File: src/rtl/bit_err_pkg.sv
// Shared definitions for consumers of the 3-bit XOR difference vector.
package bit_err_pkg;

  localparam int DIFF_W = 3;

  typedef enum logic [1:0] {
    ST_IDLE  = 2'd0,
    ST_ACCUM = 2'd1,
    ST_DONE  = 2'd2
  } state_t;

endpackage

File: src/rtl/popcount3.sv
// Combinational population count of a 3-bit difference vector (0..3).
module popcount3
  import bit_err_pkg::*;
(
  input  logic [DIFF_W-1:0] diff,
  output logic [1:0]        cnt
);

  assign cnt = 2'(diff[0]) + 2'(diff[1]) + 2'(diff[2]);

endmodule

File: src/rtl/bit_error_counter.sv
// Windowed mismatching-bit counter: sums popcount(diff) over WINDOW accepted
// samples, then reports a saturated total and a threshold alarm.
module bit_error_counter
  import bit_err_pkg::*;
#(
  parameter int WINDOW = 16,
  parameter int CNT_W  = 8,
  parameter int THRESH = 4
) (
  input  logic              clk,
  input  logic              rst_n,
  input  logic              start,
  input  logic              diff_valid,
  input  logic [DIFF_W-1:0] diff,
  output logic              diff_ready,
  output logic              busy,
  output logic [CNT_W-1:0]  err_count,
  output logic              count_valid,
  output logic              alarm
);

  localparam int SCNT_W = $clog2(WINDOW + 1);
  localparam int SUM_W  = CNT_W + 2;
  localparam logic [SCNT_W-1:0] LAST_SAMPLE = SCNT_W'(WINDOW - 1);
  localparam logic [SUM_W-1:0]  SAT_MAX     = {2'b00, {CNT_W{1'b1}}};
  localparam logic [SUM_W-1:0]  THRESH_W    = SUM_W'(THRESH);

  state_t            state, state_next;
  logic [SCNT_W-1:0] sample_cnt;
  logic [CNT_W-1:0]  acc;
  logic [1:0]        pc;
  logic [SUM_W-1:0]  sum_raw, sum_sat;
  logic              handshake, last_sample;

  popcount3 u_popcount (
    .diff (diff),
    .cnt  (pc)
  );

  // Two spare bits hold any single-step overflow so the clamp sees the true sum.
  assign sum_raw     = {2'b00, acc} + SUM_W'(pc);
  assign sum_sat     = (sum_raw > SAT_MAX) ? SAT_MAX : sum_raw;
  assign handshake   = diff_valid && diff_ready;
  assign last_sample = (sample_cnt == LAST_SAMPLE);

  // Handshake-side outputs decode registered state only.
  assign diff_ready  = (state == ST_ACCUM);
  assign busy        = (state != ST_IDLE);
  assign count_valid = (state == ST_DONE);

  always_comb begin
    // NOTE: default first so every path assigns state_next and no latch is inferred.
    state_next = state;
    unique case (state)
      ST_IDLE:  if (start) state_next = ST_ACCUM;
      ST_ACCUM: if (handshake && last_sample) state_next = ST_DONE;
      ST_DONE:  state_next = ST_IDLE;
      default:  state_next = ST_IDLE;
    endcase
  end

  // NOTE: sequential state uses non-blocking assignments so all registers update from pre-edge values.
  always_ff @(posedge clk or negedge rst_n) begin
    if (!rst_n) state <= ST_IDLE;
    else        state <= state_next;
  end

  always_ff @(posedge clk or negedge rst_n) begin
    if (!rst_n) begin
      acc        <= '0;
      sample_cnt <= '0;
      err_count  <= '0;
      alarm      <= 1'b0;
    end else if (state == ST_IDLE && start) begin
      acc        <= '0;
      sample_cnt <= '0;
    end else if (handshake) begin
      acc        <= sum_sat[CNT_W-1:0];
      sample_cnt <= sample_cnt + 1'b1;
      if (last_sample) begin
        err_count <= sum_sat[CNT_W-1:0];
        alarm     <= (sum_sat >= THRESH_W);
      end
    end
  end

endmodule

File: config.mk
export PLATFORM = sky130hd
export DESIGN_NAME = bit_error_counter
export DESIGN_NICKNAME = d
export VERILOG_FILES = /design/src/rtl/bit_err_pkg.sv /design/src/rtl/popcount3.sv /design/src/rtl/bit_error_counter.sv
export SDC_FILE = /design/constraint.sdc
export NUM_CORES = 1
export LEC_CHECK = 0
export ABC_AREA = 1
export CORE_MARGIN = 4
export CORE_UTILIZATION = 45
export CTS_CLUSTER_DIAMETER = 100
export CTS_CLUSTER_SIZE = 40
export DETAILED_ROUTE_END_ITERATION = 10
export PLACE_DENSITY = 0.69
export SYNTH_ARGS = -nofsm -noshare
export SYNTH_HDL_FRONTEND = slang
export SYNTH_SLANG_ARGS = --single-unit
File: constraint.sdc
create_clock -name clk -period 2.4 [get_ports clk]
set_clock_uncertainty 0.15 [all_clocks]
set_input_delay 0.48 -clock clk [delete_from_list [all_inputs] [get_ports clk]]
set_output_delay 0.48 -clock clk [all_outputs]
set_load 0.03 [all_outputs]
==> results of run 1 <==
-- cell families after synthesis --
logic type,after synthesis
DFF,24
buffers and inverters,24
and+or+nand+nor,79
AOI/OAI and AO/OA,20
adders and majority gates,6
-- flip-flops by register name, indices dropped and copies added (netlist names) --
| name | flops |
|---|---|
| acc | 8 |
| alarm | 1 |
| err_count | 8 |
| sample_cnt | 5 |
| state | 2 |
-- metrics by stage --
step / hold WS, ns / instance area [µm²] / setup TNS [ns]
after global routing: 0.361 / 1590 / -0.0692
after global placement: 0.302 / 1510 / -6.81
after CTS: 0.344 / 1560 / -0.0172
after floorplan: 0.0344 / 1290 / 0
after detailed placement: 0.314 / 1510 / -7.67
final: 0.332 / 1590 / 0
-- path summary, 6_finish.rpt --
path                       slack (ns)  depth (start not counted)                         to                      start
setup reg to reg                 0.07                         11          alarm$_DFFE_PN0P_         acc[0]$_DFFE_PN0P_
setup / recovery                 0.05                         12          alarm$_DFFE_PN0P_                    diff[1]
hold reg to reg                  0.33                          1  sample_cnt[3]$_DFFE_PN0P_  sample_cnt[3]$_DFFE_PN0P_
max in group asynchronous        1.51                          2  sample_cnt[0]$_DFFE_PN0P_                      rst_n
hold / removal                   0.33                          1  sample_cnt[3]$_DFFE_PN0P_  sample_cnt[3]$_DFFE_PN0P_
min in group asynchronous        0.35                          2         acc[5]$_DFFE_PN0P_                      rst_n
-- power groups by stage --
stage               clock [mW]  sequential (mW)  combinational, mW
CTS                      0.221            0.677              0.943
floorplan                    0            0.756              0.554
detailed placement           0            0.685              0.916
global placement             0            0.678              0.894
global route             0.233            0.701               1.09
finish                   0.214            0.680              0.973
-- area by class of cell --
class | instances | area (µm²)
Fill cell | 256 | 1170
Multi-Input combinational cell | 105 | 614
Sequential cell | 24 | 601
Timing Repair Buffer | 22 | 209
Inverter | 23 | 88.8
Tap cell | 31 | 38.8
Clock buffer | 4 | 36.3
-- what timing repair did --
action	CTS	global route
pin swaps	8	11
gates cloned	0	0
setup endpoints to repair	17	16
gates resized for setup	5	6
setup buffers	2	1
-- placed cells by master, fill, tap and decap left out, types with 3 or more instances in the layout --
cell and n:
nand2_1 49, dfrtp_1 24, inv_1 17, clkdlybuf4s50_1 16, nand3_1 7, o21ai_1 7
nor2_1 6, nand2_2 6, inv_2 5, nor2_4 4, o21ai_0 4, buf_4 4
ha_1 3, clkbuf_4 3
-- per-layer routing --
layer  wire [µm]  track usage, %  part of all wire, %
met5           0               0                    0
met4           0            3.03                    0
met3          99            4.19                  3.9
met2        1300            25.4                   51
met1        1150            20.2                   45
==> impl_metrics.py, run 1 <==
metrics = {
    "outcome": {
        "status": "finished clean",
    },
    "logic_synthesis": {
        "ys_top_cells_by_area": "dfrtp_1, nand2_1, inv_1",
        "yosysMostFrequentCell": "nand2_1",
        "yosys.area_share.simple_pct": 29.5,
        "synth_top_family_by_area": "simple AND/OR/NAND/NOR gates",
        "mappedNetlistArea_um2": 1290,
        "synth_top_cells_by_count": "nand2_1, dfrtp_1, inv_1",
        "synth_nets": 166,
        "synth.largest_area_cell": "dfrtp_1",
        "synth_compound_area_share_pct": 9.29,
        "synthAdderAreaFrac_pct": 6.97,
        "synth_seq_area_share_pct": 46.5,
        "syn_inst": 153,
        "ys_ff_latch": 24,
        "synth_cell_types": 25,
        "synth-edff-count": 0,
        "synth_top_flop_cell": "dfrtp_1",
        "synth_top_area_share_pct": 46.5,
        "muxShareOfSynthArea_pct": 0,
        "yosysWarnings": 0,
        "async_reset_ff_share_pct": 100,
        "synthXorXnorAreaFrac_pct": 0,
        "syn_area_per_cell_um2": 8.45,
    },
    "timing": {
        "relSlewSlack_pct": 77.7,
        "setup_ws_ns": 0.0515,
        "slew_viol_final": 0,
        "setup_viol": 0,
        "fin_crit_sh_pct": 97.9,
        "hold_viol": 0,
        "max_freq_mhz": 426,
        "rsz0062_at_grt": "true",
        "tightest_slew_ns": 0.334,
        "fin_crit_ns": 2.35,
    },
    "route": {
        "drt_pass1_iterations": 4,
        "routed_wl_mm": 2.55,
        "drt-initial-drc-count": 37,
        "drc": 0,
        "dr_total_vias": 1024,
        "drtAntennaViolNets": 0,
        "viasPerCell": 4.90,
        "wl_per_cell_um": 12.2,
    },
    "cells_and_area": {
        "drive_gt1_share_pct": 19.7,
        "diodes": 0,
        "fin_cells": 209,
        "fin_nets": 192,
        "final_core_util_pct": 57.6,
        "synthToLayoutAreaGrowth_pct": 22.8,
    },
    "clocking": {
        "numCtsBuffers": 3,
        "cts_root_buffer": "clkbuf_4",
        "htree_num_levels": 1,
        "cts_tree": "built",
        "ctsHoldBuffers": 0,
        "clk-insertion-delay-late_ns": 0.31,
        "cts_sinks": 24,
        "cts_buffer_depth": 2,
        "path_clk_slew_ns": 0.13,
    },
    "power": {
        "ir_drop_v": 0.000761,
        "combPwrFrac_pct": 52.1,
        "p_total_mw": 1.87,
        "switching_power_mw": 0.827,
        "pwr-share-clk_pct": 11.4,
        "seqPwrFrac_pct": 36.4,
        "leakagePower_nw": 0.775,
        "p_per_area_nw_per_um2": 1180,
        "p_int_mw": 1.04,
        "switching_share_pct": 44.3,
    },
    "worst_setup_path": {
        "setup.worst_path.start_class": "primary input",
        "end_kind": "flop",
        "critPathTopFamily": "adder cells",
        "slowest_stage": "fa_1",
        "crit_chain": "dlygate4sd2_1, fa_1, ha_2, inv_2, fa_2, inv_1, nand2_1, o21ai_1, nand2_2, nand3_1, nor2_2, a21oi_2",
        "critPathKind": "in2reg",
        "cp.arrival_ns": 2.46,
        "slowest_delay_ns": 0.50,
        "cp_num_buf_inv": 3,
        "worstPathRequired_ns": 2.51,
        "critPathMaxFanout": 2,
    },
    "floorplanning": {
        "die-area_um2": 3790,
        "fp.dieW_um": 61.6,
        "initial_core_util_pct": 46.9,
        "ios": 19,
        "fp-row-count": 19,
        "die_h_um": 61.6,
        "core_um2": 2760,
    },
    "flow_run": {
        "cap_viol_max_count": 0,
    },
    "placed_design": {
        "dp.cells": 202,
        "place_hpwl_mm": 1.93,
        "io_buffers": 18,
        "dp_slack_ns": -0.541,
        "place_congestion": 0.851,
    },
    "grt": {
        "grt_max_degree": 25,
        "grt_overflow_total": 0,
        "grtUsageTotal_pct": 15.3,
        "grt_pass1_wl_mm": 4.35,
        "antenna_found_initial": 0,
        "grt_pass1_vias": 989,
    },
    "min_path": {
        "hp-class": "reg2reg",
    },
}
Note: power is estimated with default switching activity, not from simulation.
==> run 2, diff against run 1 <==
- REMOVE_ABC_BUFFERS: default -> 1
==> run 2 against run 1 <==
Effect of this change: clock-buffer cell count is the same; critical path depth shrank 1; cell count shrank 0.96%; design area grew 0.24%; clock power is essentially flat; flip-flop and latch count is the same; maximum frequency shrank 1.8%; worst hold slack lost 0.013 ns; utilization grew 0.14 points; register-to-register slack lost 0.04 ns; power is essentially flat; largest power group unchanged.
==> impl_metrics.py, run 2 (same netlist as run 1, synthesis figures left out) <==
metrics = {
    "floorplanning": {
        "fp.dieW_um": 61.6,
        "initial_core_util_pct": 46.9,
        "die-area_um2": 3790,
        "core_um2": 2760,
        "die_h_um": 61.6,
        "fp-row-count": 19,
        "ios": 19,
    },
    "route": {
        "drc": 0,
        "drt-initial-drc-count": 24,
        "viasPerCell": 5.00,
        "wl_per_cell_um": 12.5,
        "dr_total_vias": 1034,
        "drt_pass1_iterations": 3,
        "routed_wl_mm": 2.59,
        "drtAntennaViolNets": 0,
    },
    "clocking": {
        "clk-insertion-delay-late_ns": 0.32,
        "cts_buffer_depth": 2,
        "cts_root_buffer": "clkbuf_4",
        "ctsHoldBuffers": 0,
        "path_clk_slew_ns": 0.13,
        "cts_sinks": 24,
        "cts_tree": "built",
        "numCtsBuffers": 3,
        "htree_num_levels": 1,
    },
    "grt": {
        "antenna_found_initial": 0,
        "grt_max_degree": 25,
        "grt_overflow_total": 0,
        "grt_pass1_vias": 981,
        "grt_pass1_wl_mm": 4.33,
        "grtUsageTotal_pct": 15.2,
    },
    "timing": {
        "setup_viol": 0,
        "relSlewSlack_pct": 76.7,
        "tns_ns": 0,
        "rsz0062_at_grt": "true",
        "hold_viol": 0,
        "tightest_slew_ns": 0.349,
        "max_freq_mhz": 418,
        "fin_crit_ns": 2.39,
        "slew_viol_final": 0,
        "fin_crit_sh_pct": 99.7,
    },
    "min_path": {
        "hp-class": "reg2reg",
        "hold_depth": 1,
        "min_to": "sample_cnt[3]$_DFFE_PN0P_",
        "min-delay-start": "sample_cnt[3]$_DFFE_PN0P_",
    },
    "power": {
        "leakagePower_nw": 0.771,
        "ir_drop_v": 0.000864,
        "p_total_mw": 1.87,
        "p_per_area_nw_per_um2": 1170,
    },
    "worst_setup_path": {
        "critPathMaxFanout": 5,
        "worstReg2RegEnd": "alarm$_DFFE_PN0P_",
        "cp.arrival_ns": 2.47,
        "crit_chain": "dlygate4sd2_1, fa_1, ha_2, inv_2, fa_2, nor2_4, nand3_2, nand2_2, nand3_1, nor2_2, a21oi_2",
        "setup.worst_path.start_class": "primary input",
        "worstPathRequired_ns": 2.48,
        "slowest_delay_ns": 0.53,
        "end_kind": "flop",
        "r2r_slack_ns": 0.03,
        "critPathTopFamily": "adder cells",
        "rr_worst_depth": 10,
        "rr_startpoint": "acc[0]$_DFFE_PN0P_",
        "cp_num_buf_inv": 2,
        "slowest_stage": "fa_1",
        "critPathKind": "in2reg",
    },
    "placed_design": {
        "place_congestion": 0.812,
        "place_hpwl_mm": 1.89,
        "io_buffers": 18,
        "placed_cell_area_um2": 1510,
    },
    "cells_and_area": {
        "final_common_cell": "nand2_1",
        "synthToLayoutAreaGrowth_pct": 23.1,
        "top_regs": "acc: 8 flops, err_count: 8 flops, sample_cnt: 5 flops",
        "drive_gt1_share_pct": 21.0,
        "fin_nets": 190,
        "finish.instance_area_um2": 1590,
        "diodes": 0,
        "most-common-layout-cells": "nand2_1, dfrtp_1, inv_1",
    },
    "outcome": {
        "status": "finished clean",
    },
    "flow_run": {
        "cap_viol_max_count": 0,
    },
}
run 2: cell count changes in the layout (fill, tap and decap cells not counted), sizes merged:
cell,delta
clkdlybuf4s15,-1
buf,-2
dlygate4sd2,+1
run 2: metrics by stage:
step	setup WS (ns)	hold WS [ns]	std cells	util (%)
after floorplan	-0.0635	0.0344	152	-
after global placement	-0.567	0.301	202	54.7
after detailed placement	-0.623	0.302	202	54.7
after CTS	0.00820	0.322	207	57.2
after global routing	-0.105	0.347	207	57.7
final	0.00756	0.319	207	57.7
run 2: cell type report:
type	count	area, µm²
clock buffer	4	36.3
fill	254	1170
inverter	23	88.8
multi-input combinational	105	634
sequential	24	601
tap	31	38.8
timing repair buffer	20	193
run 2: how the worst max path moves through the flow:
stage	from	endpoint	slack [ns]	depth (start not counted)
after floorplan	diff[0]	alarm$_DFFE_PN0P_	-0.06	10
after global placement	diff[0]	alarm$_DFFE_PN0P_	-0.57	11
after detailed placement	diff[0]	alarm$_DFFE_PN0P_	-0.62	11
after CTS	diff[0]	alarm$_DFFE_PN0P_	0.008	11
after global routing	acc[0]$_DFFE_PN0P_	alarm$_DFFE_PN0P_	-0.10	9
final	diff[1]	alarm$_DFFE_PN0P_	0.008	11
run 2: timing repair:
item	CTS	global route
gates resized for setup	10	6
buffers inserted	1	0
pin swaps	8	10
setup endpoints to repair	17	16
run 2: power breakdown:
group          leakage (nW)  internal (mW)  switching, mW
clock network        0.0210         0.0928          0.119
registers             0.315          0.556          0.124
logic                 0.435          0.379          0.596
run 2: worst reg2reg max path, delay by kind of cell (launching register included):
| family | cells | cell delay [ns] |
|---|---|---|
| flops | 1 | 0.42 |
| compound gates | 1 | 0.06 |
| buf+inv | 1 | 0.04 |
| simple gates | 5 | 0.57 |
| fa+ha+maj | 3 | 1.05 |
run 2: routing by layer:
metal  global-route usage [%]  wire length, µm  share of wire [%]
met2                     26.6             1340                 52
met4                     1.82               16               0.62
met1                     19.6             1140                 44
met3                     3.77               92                3.6
met5                        0                0                  0
==> run 3, diff against run 2 <==
- CORE_UTILIZATION: 45 -> 48
- CTS_CLUSTER_DIAMETER: 100 -> 80
- PLACE_DENSITY: 0.69 -> 0.73
==> run 3 against run 2 <==
Effect of this change: the run now ends with setup timing left; routed wire length increased by 0.97%; setup slack got worse by 0.0089 ns; critical path depth decreased by 2; largest cell class unchanged.
==> impl_metrics.py, run 3 (same netlist as run 1, synthesis figures left out) <==
metrics = {
    "placed_design": {
        "place_congestion": 0.876,
        "io_buffers": 18,
        "place_hpwl_mm": 1.97,
    },
    "grt": {
        "grt_pass1_vias": 1028,
        "grtUsageTotal_pct": 16.6,
        "grt_overflow_total": 0,
        "grt_pass1_wl_mm": 4.51,
        "grt_max_degree": 25,
        "antenna_found_initial": 0,
    },
    "power": {
        "ir_drop_v": 0.000764,
        "p_total_mw": 1.85,
        "p_per_area_nw_per_um2": 1170,
        "leakagePower_nw": 0.765,
    },
    "route": {
        "wl_per_cell_um": 12.7,
        "drt_pass1_iterations": 4,
        "dr_total_vias": 1043,
        "drt-initial-drc-count": 49,
        "viasPerCell": 5.06,
        "routed_wl_mm": 2.61,
        "drtAntennaViolNets": 0,
        "drc": 0,
    },
    "clocking": {
        "clk-insertion-delay-late_ns": 0.32,
        "cts_buffer_depth": 2,
        "cts_tree": "built",
        "cts_setup_buffers": 0,
        "cts_root_buffer": "clkbuf_4",
        "numCtsBuffers": 3,
        "path_clk_slew_ns": 0.13,
        "ctsHoldBuffers": 0,
        "cts_sinks": 24,
        "htree_num_levels": 1,
    },
    "timing": {
        "relSlewSlack_pct": 79.0,
        "fin_crit_ns": 2.40,
        "rsz0062_at_grt": "true",
        "setup_ws_ns": -0.00130,
        "slew_viol_final": 0,
        "fin_crit_sh_pct": 100,
        "hold_viol": 0,
        "hold_ws_ns": 0.323,
        "tightest_slew_ns": 0.313,
        "setup_viol": 1,
        "max_freq_mhz": 416,
    },
    "cells_and_area": {
        "top_regs": "acc: 8 flops, err_count: 8 flops, sample_cnt: 5 flops",
        "fin_nets": 190,
        "drive_gt1_share_pct": 18.8,
        "most-common-layout-cells": "nand2_1, dfrtp_1, inv_1",
        "synthToLayoutAreaGrowth_pct": 22.3,
        "diodes": 0,
        "final_common_cell": "nand2_1",
    },
    "worst_setup_path": {
        "critPathKind": "reg2reg",
        "end_kind": "flop",
        "critPathMaxFanout": 7,
        "worstPathRequired_ns": 2.51,
        "cp.arrival_ns": 2.52,
        "setup.worst_path.start_class": "flop",
    },
    "floorplanning": {
        "ios": 19,
        "core_um2": 2520,
        "die_h_um": 59.9,
        "fp-row-count": 18,
        "initial_core_util_pct": 51.2,
        "die-area_um2": 3590,
        "fp.dieW_um": 59.9,
    },
    "outcome": {
        "status": "complete, but fails checks",
        "violations": "setup timing",
    },
    "flow_run": {
        "cap_viol_max_count": 0,
    },
    "min_path": {
        "hp-class": "reg2reg",
    },
}
## run 3: final timing paths
kind / from / endpoint / slack, ns / cells past startpoint
min reg2reg: sample_cnt[3]$_DFFE_PN0P_ / sample_cnt[3]$_DFFE_PN0P_ / 0.32 / 1
min in group asynchronous: rst_n / acc[5]$_DFFE_PN0P_ / 0.35 / 2
max: acc[0]$_DFFE_PN0P_ / alarm$_DFFE_PN0P_ / -0.001 / 9
max in group asynchronous: rst_n / err_count[2]$_DFFE_PN0P_ / 1.51 / 2
min: sample_cnt[3]$_DFFE_PN0P_ / sample_cnt[3]$_DFFE_PN0P_ / 0.32 / 1
max reg2reg: acc[0]$_DFFE_PN0P_ / alarm$_DFFE_PN0P_ / -0.001 / 9
## run 3: worst max-delay path, cell delays in order, from the launching register on
cell and delay (ns):
dfrtp_1 0.42, fa_1 0.49, ha_2 0.18, inv_2 0.04, fa_2 0.36, nor2_4 0.22, nand3_4 0.18, nand3_4 0.14
nor2_2 0.05, a21oi_2 0.12
## run 3: report_power, final
part	total, mW	internal, mW	switching [mW]
registers	0.679	0.556	0.123
logic	0.957	0.373	0.583
clock network	0.218	0.0929	0.125
total	1.85	1.02	0.832
## run 3: per-stage QoR
step	util [%]	setup WS (ns)	instance area (µm²)	TNS (ns)	std cells
2_1_floorplan	-	-0.0635	1280	-0.0635	152
3_3_place_gp	60.0	-0.548	1510	-8.02	202
3_5_place_dp	60.0	-0.600	1510	-9.02	202
4_1_cts	62.4	0.0100	1570	0	206
5_1_grt	62.6	-0.0823	1580	-0.719	206
6_report	62.6	-0.00130	1580	-0.00130	206
## run 3: layout make-up
class / count / area (µm²)
multi-input cells: 105 / 622
fillers: 217 / 942
repair buffers: 20 / 195
flip-flops and latches: 24 / 601
clock buffers: 4 / 36.3
well taps: 30 / 37.5
inverters: 23 / 88.8
## run 3: layer usage
layer  share of wire (%)  vias to the layer above  global-route usage, %
met5                   0                        -                      0
met4                 2.3                        0                   5.70
met3                 2.4                        6                   1.94
met2                  52                       16                   28.9
met1                  43                      497                   21.1
li1                    -                      524                      -
## run 3: repair_timing
action                                  in CTS  in global routing
pin swaps                                    6                  9
hold endpoints to repair                     0                  0
endpoints found under the setup margin      17                 16
gates resized for setup                      8                  4
